**src/rtl/div_pkg.sv**
```systemverilog
// ============================================================================
// Module : div_pkg
// Shared state encoding and the default width for the pdivider divider.
// Rev    : 1.0
// ============================================================================
`default_nettype none

package div_pkg;

   typedef enum logic [1:0] {
      IDLE = 2'd0,
      CALC = 2'd1,
      FIX  = 2'd2,
      DONE = 2'd3
   } div_state_t;

   localparam int DIV_WIDTH_DEF = 32;

endpackage

`default_nettype wire

```
**src/rtl/div_step.sv**
```systemverilog
// ============================================================================
// Module : div_step
// One restoring shift-subtract iteration: retires one quotient bit.
// Rev    : 1.0
// ============================================================================
`default_nettype none

module div_step
   import div_pkg::*;
#(
   parameter int WIDTH = DIV_WIDTH_DEF
) (
   input  logic [WIDTH-1:0] rem_in,
   input  logic [WIDTH-1:0] quo_in,
   input  logic [WIDTH-1:0] dvsr,
   output logic [WIDTH-1:0] rem_out,
   output logic [WIDTH-1:0] quo_out
);

   logic [WIDTH:0] partial;
   logic [WIDTH:0] diff;

   // partial < 2*dvsr always, so bit WIDTH of the difference is a reliable borrow
   assign partial = {rem_in, quo_in[WIDTH-1]};
   assign diff    = partial - {1'b0, dvsr};
   assign rem_out = diff[WIDTH] ? partial[WIDTH-1:0] : diff[WIDTH-1:0];
   assign quo_out = {quo_in[WIDTH-2:0], ~diff[WIDTH]};

endmodule

`default_nettype wire

```
**src/rtl/pdivider.sv**
```systemverilog
// ============================================================================
// Module : pdivider
// Iterative signed/unsigned divider, one quotient bit per cycle.
// Optional macro PDIVIDER_DIV0_FAST_EN: divide-by-zero skips the CALC phase.
// Rev    : 1.0
// ============================================================================
`default_nettype none

module pdivider
   import div_pkg::*;
#(
   parameter int WIDTH = DIV_WIDTH_DEF
) (
   input  logic             div_clk,
   input  logic             resetn,
   input  logic             div,
   input  logic             div_signed,
   input  logic [WIDTH-1:0] x,
   input  logic [WIDTH-1:0] y,
   output logic [WIDTH-1:0] s,
   output logic [WIDTH-1:0] r,
   output logic             div_zero,
   output logic             ready,
   output logic             complete
);

   localparam int CW = $clog2(WIDTH) + 1;

   div_state_t       state;
   div_state_t       state_nxt;
   logic [CW-1:0]    cnt;
   logic [WIDTH-1:0] rem;
   logic [WIDTH-1:0] quo;
   logic [WIDTH-1:0] dvsr;
   logic [WIDTH-1:0] rem_nxt;
   logic [WIDTH-1:0] quo_nxt;
   logic [WIDTH-1:0] x_abs;
   logic [WIDTH-1:0] y_abs;
   logic             q_neg;
   logic             r_neg;
   logic             dz_pend;
   logic             zero_op;
   logic             accept;
   logic             last_iter;

   assign ready     = (state == IDLE) || (state == DONE);
   assign complete  = (state == DONE);
   assign accept    = div && ready;
   assign zero_op   = (y == '0);
   assign last_iter = (cnt == CW'(WIDTH - 1));
   assign x_abs     = (div_signed && x[WIDTH-1]) ? -x : x;
   assign y_abs     = (div_signed && y[WIDTH-1]) ? -y : y;

   div_step #(
      .WIDTH (WIDTH)
   ) u_step (
      .rem_in  (rem),
      .quo_in  (quo),
      .dvsr    (dvsr),
      .rem_out (rem_nxt),
      .quo_out (quo_nxt)
   );

   always_ff @(posedge div_clk) begin
      if (!resetn) begin
         state <= IDLE;
      end else begin
         state <= state_nxt;
      end
   end

   always_comb begin
      state_nxt = state;
      case (state)
         IDLE, DONE: begin
            if (accept) begin
`ifdef PDIVIDER_DIV0_FAST_EN
               state_nxt = zero_op ? FIX : CALC;
`else
               state_nxt = CALC;
`endif
            end else if (state == DONE) begin
               state_nxt = IDLE;
            end
         end
         CALC:    if (last_iter) state_nxt = FIX;
         FIX:     state_nxt = DONE;
         default: state_nxt = IDLE;
      endcase
   end

   always_ff @(posedge div_clk) begin
      if (!resetn) begin
         cnt      <= '0;
         rem      <= '0;
         quo      <= '0;
         dvsr     <= '0;
         q_neg    <= 1'b0;
         r_neg    <= 1'b0;
         dz_pend  <= 1'b0;
         s        <= '0;
         r        <= '0;
         div_zero <= 1'b0;
      end else begin
         case (state)
            IDLE, DONE: begin
               if (accept) begin
                  cnt     <= '0;
                  dvsr    <= y_abs;
                  q_neg   <= div_signed && (x[WIDTH-1] ^ y[WIDTH-1]);
                  r_neg   <= div_signed && x[WIDTH-1];
                  dz_pend <= zero_op;
`ifdef PDIVIDER_DIV0_FAST_EN
                  // With CALC skipped, preload what the iterations would have left behind
                  if (zero_op) begin
                     rem <= x_abs;
                     quo <= '1;
                  end else begin
                     rem <= '0;
                     quo <= x_abs;
                  end
`else
                  rem <= '0;
                  quo <= x_abs;
`endif
               end
            end
            CALC: begin
               rem <= rem_nxt;
               quo <= quo_nxt;
               cnt <= cnt + CW'(1);
            end
            FIX: begin
               // Re-negating |x| restores x exactly, so r==x also holds for y==0
               s        <= dz_pend ? '1 : (q_neg ? -quo : quo);
               r        <= r_neg ? -rem : rem;
               div_zero <= dz_pend;
            end
            default: ;
         endcase
      end
   end

endmodule

`default_nettype wire
```
**config.mk**
```make
export PLATFORM = sky130hd
export DESIGN_NAME = pdivider
export DESIGN_NICKNAME = d
export VERILOG_FILES = /design/src/rtl/div_pkg.sv /design/src/rtl/div_step.sv /design/src/rtl/pdivider.sv
export SDC_FILE = /design/constraint.sdc
export NUM_CORES = 1
export LEC_CHECK = 0
export ABC_AREA = 1
export CAP_MARGIN = 20
export CORE_ASPECT_RATIO = 1.25
export CORE_UTILIZATION = 55
export DETAILED_ROUTE_END_ITERATION = 16
export PLACE_DENSITY = 0.79
export SLEW_MARGIN = 20
export SYNTH_ARGS = -nofsm -noshare
export SYNTH_HDL_FRONTEND = slang
export SYNTH_SLANG_ARGS = --single-unit
```
**constraint.sdc**
```tcl
create_clock -name div_clk -period 3.3 [get_ports div_clk]
set_input_delay 0.33 -clock div_clk [delete_from_list [all_inputs] [get_ports div_clk]]
set_output_delay 0.33 -clock div_clk [all_outputs]
set_load 0.02 [all_outputs]
```
==> reports/qor.csv <==
metric;value;unit
I/O Buffers;134;
met1 wire length;16000;µm
Clock Latency Late Sink;0.45;ns
die width;138;µm
WP data arrival;3.24;ns
worst endpoint required time;3.61;ns
Final Hold Viols;0;
Netlist cell types;47;
crit path buf inv count;2;
element type at the critical path end;flop;
Gate Count Post-Synth;2105;
CP max stage delay;0.40;ns
Area growth syn-to-layout;16.9;%
critical hold path startpoint;resetn;
CP Launch Type;flop;
mean post-synth cell area;6.02;µm²
layout cells sized above 1;5.87;%
Max Slew Vio Count;0;
Setup Skew;0.0139;ns
Post-Syn Area;12700;µm²
initial antenna violation count;0;
drt initial violations;1083;
die extent in y;172;µm
cell depth of the worst hold path;4;
Die Footprint;23700;µm²
Reg2Reg Launch Point;quo[31];
hold crit path type;in -> reg;
first-pass GRT wire length;66600;µm
min Tclk post-route;2.93;ns
HPWL after DPL;32400;µm
r2r setup slk;0.37;ns
Hold Path Sink;quo[19];
postcts setup bufs;0;
f_max;341;MHz
CTS Sinks;172;
via count;13900;
met3 wire length;2350;µm
RSZ-0062 raised after global routing;false;
Yosys warnings;0;
number of enable flip-flop cells after synthesis;0;
RePlAce Congestion;1.02;
Slowest-stage cell, CP;fa_1;
PD cells;679;nW/µm²
Crit Path Class;reg -> reg;
VDD IR max;0.000454;V
initial core utilization;56.5;%
most used cell, CP;nand2_2;
met2 WL;20500;µm
CTS buffer count;17;
cts hold-fix bufs;0;
drt first pass iters;6;
Crit path max-delay family;simple AND/OR/NAND/NOR gates;
Max-Cap Viols;0;
# setup viols final;0;
worst setup margin;0.371;ns
syn nets;2214;
All-Layer GR Usage;36.9;%
Clock Pin Slew Worst Setup and Hold Paths;0.08;ns
number of I/O pins;135;
Leak;0.00701;µW
FF+latch count, synth;172;
highest metal used;met4;
number of vias per cell;5.59;
CTS tree;done;
CTS H-tree depth;4;
worst path cell trace;inv_1, ha_1, fa_1, inv_1, nand2_1, nand2_1, nand3_1, nand2_2, nand2_2, nand2_2, nand2_4, nand2_2, nand2_4, nand2_4, nand2_1, nand3_1, a21oi_1;
worst slack at placement;0.483;ns
fin crit share;88.8;%
Least-Margin Pin Slew;0.901;ns
outcome;finished clean;
core box area;22400;µm²
CP max FO;29;
Remaining Overflow, GRT;0;
DRT antenna net count;0;
ys async rst share;0;%
Worst path depth;17;
# rows;61;
clk buf depth;2;
Antenna Cells;0;
Reg2Reg Capture Point;rem[13];
largest net degree at the start of global routing;93;
fin nets;2310;
Post-CTS Resized;0;
setup TNS;0;ns
Seq/Total Area, Yosys;27.2;%
Root Buffer Master;clkbuf_16;
ys flop type;dfxtp_1;
vias in the first global route;13200;
Pwr Total;10100;µW
DR WL/cell;17.0;µm
Max-slew headroom;39.9;%
DRC Markers;0;
DRT Wirelength;42400;µm
worst r2r path cells;17;
-- through the flow --
stage	area [µm²]	std cells	util, %	hold slack [ns]
floorplan	12700	2105	-	0.446
global placement	14200	2465	63.4	0.464
detailed placement	14200	2465	63.4	0.470
CTS	14800	2496	66.1	0.421
global route	14800	2496	66.1	0.450
finish	14800	2496	66.1	0.426
-- how the worst max path moves through the flow --
stage,start,end,slack (ns)
finish,quo[31],rem[13],0.37
detailed placement,quo[31],rem[26],0.48
floorplan,quo[31],rem[16],0.95
CTS,quo[31],rem[13],0.42
global placement,quo[31],rem[29],0.60
global route,quo[31],rem[13],0.19
-- state kept, by name, summed over array words and instances, names as in the netlist --
signal and flops:
q_neg 1, state 2, r 32, rem 32, dvsr 32, div_zero 1, s 32, r_neg 1
quo 32, dz_pend 1, cnt 6
-- cell usage after synthesis (2+ instances only) --
master,n,area [µm²]
a211oi_1,3,22.5
o221ai_1,13,114
o21bai_1,4,30.0
dfxtp_1,172,3440
a21o_1,2,15.0
a21oi_2,10,87.6
a31oi_1,41,257
nand2_2,21,131
nand3b_1,11,82.6
o31ai_1,4,30.0
and2_1,2,12.5
buf_6,2,22.5
nand2_1,548,2060
o211ai_1,20,150
buf_1,5,18.8
nand3_1,160,801
nand2_4,3,33.8
buf_2,10,50.1
nor3_2,3,30.0
clkbuf_1,59,221
a21oi_1,122,611
o21ai_2,3,26.3
xnor2_1,17,149
inv_1,322,1210
nor2_2,5,31.3
nor4_1,7,43.8
or2_2,6,37.5
o21ai_1,4,20.0
nor3_1,34,170
inv_2,12,45.0
clkinv_1,4,15.0
nand4_1,20,125
o22ai_1,18,113
xor2_1,39,342
ha_1,40,500
nor2_1,219,822
o21ai_0,121,606
nand3_2,10,100
-- cells by family (layout without fill, tap and decap cells) --
family | count (synthesis) | count (layout) | share of synthesized area [%]
xor+xnor | 56 | 56 | 3.87
buf+inv | 414 | 522 | 12.5
fa+ha+maj | 41 | 41 | 4.10
compound gates | 370 | 370 | 16.8
flops | 172 | 172 | 27.2
simple gates | 1052 | 1052 | 35.6
-- per-layer routing --
metal / track usage, % / up-vias
met3: 7.25 / 172
met4: 29.4 / 0
li1: - / 6973
met5: 0 / -
met1: 38.9 / 6305
met2: 63.8 / 497
-- power breakdown --
group	internal, µW	switching, µW
combinational	1700	3330
clock	1140	929
sequential	2580	391
total	5420	4650
-- final cells by class --
type / count / area [µm²]
timing repair buffer: 153 / 1490
clock inverter: 12 / 158
clock buffer: 19 / 433
fill: 2140 / 7610
multi-input combinational: 1519 / 7680
tap: 283 / 354
sequential: 172 / 3440
inverter: 338 / 1270
-- tightest hold or removal path: stages --
cell    delay, ns
buf_2        0.09
inv_2        0.04
buf_12       0.20
nor2_1       0.14
-- placed cells by master, fill, tap and decap left out, types with 5 or more instances in the layout --
| cell type | Yosys | routed |
|---|---|---|
| nand2_1 | 548 | 548 |
| inv_1 | 322 | 321 |
| nor2_1 | 219 | 218 |
| dfxtp_1 | 172 | 172 |
| nand3_1 | 160 | 160 |
| clkdlybuf4s50_1 | 0 | 133 |
| a21oi_1 | 122 | 121 |
| o21ai_0 | 121 | 121 |
| a31oi_1 | 41 | 41 |
| xor2_1 | 39 | 39 |
| ha_1 | 40 | 39 |
| nor3_1 | 34 | 34 |
| nand2_2 | 21 | 21 |
| nand4_1 | 20 | 20 |
| o211ai_1 | 20 | 20 |
| o22ai_1 | 18 | 18 |
| buf_4 | 0 | 18 |
| xnor2_1 | 17 | 17 |
| clkbuf_16 | 0 | 17 |
| inv_2 | 12 | 13 |
| o221ai_1 | 13 | 13 |
| nand3b_1 | 11 | 11 |
| nand3_2 | 10 | 10 |
| a21oi_2 | 10 | 10 |
| nor4_1 | 7 | 7 |
| or2_2 | 6 | 6 |
| nor2_2 | 5 | 5 |
No activity file was read; power rests on OpenSTA's default activity.
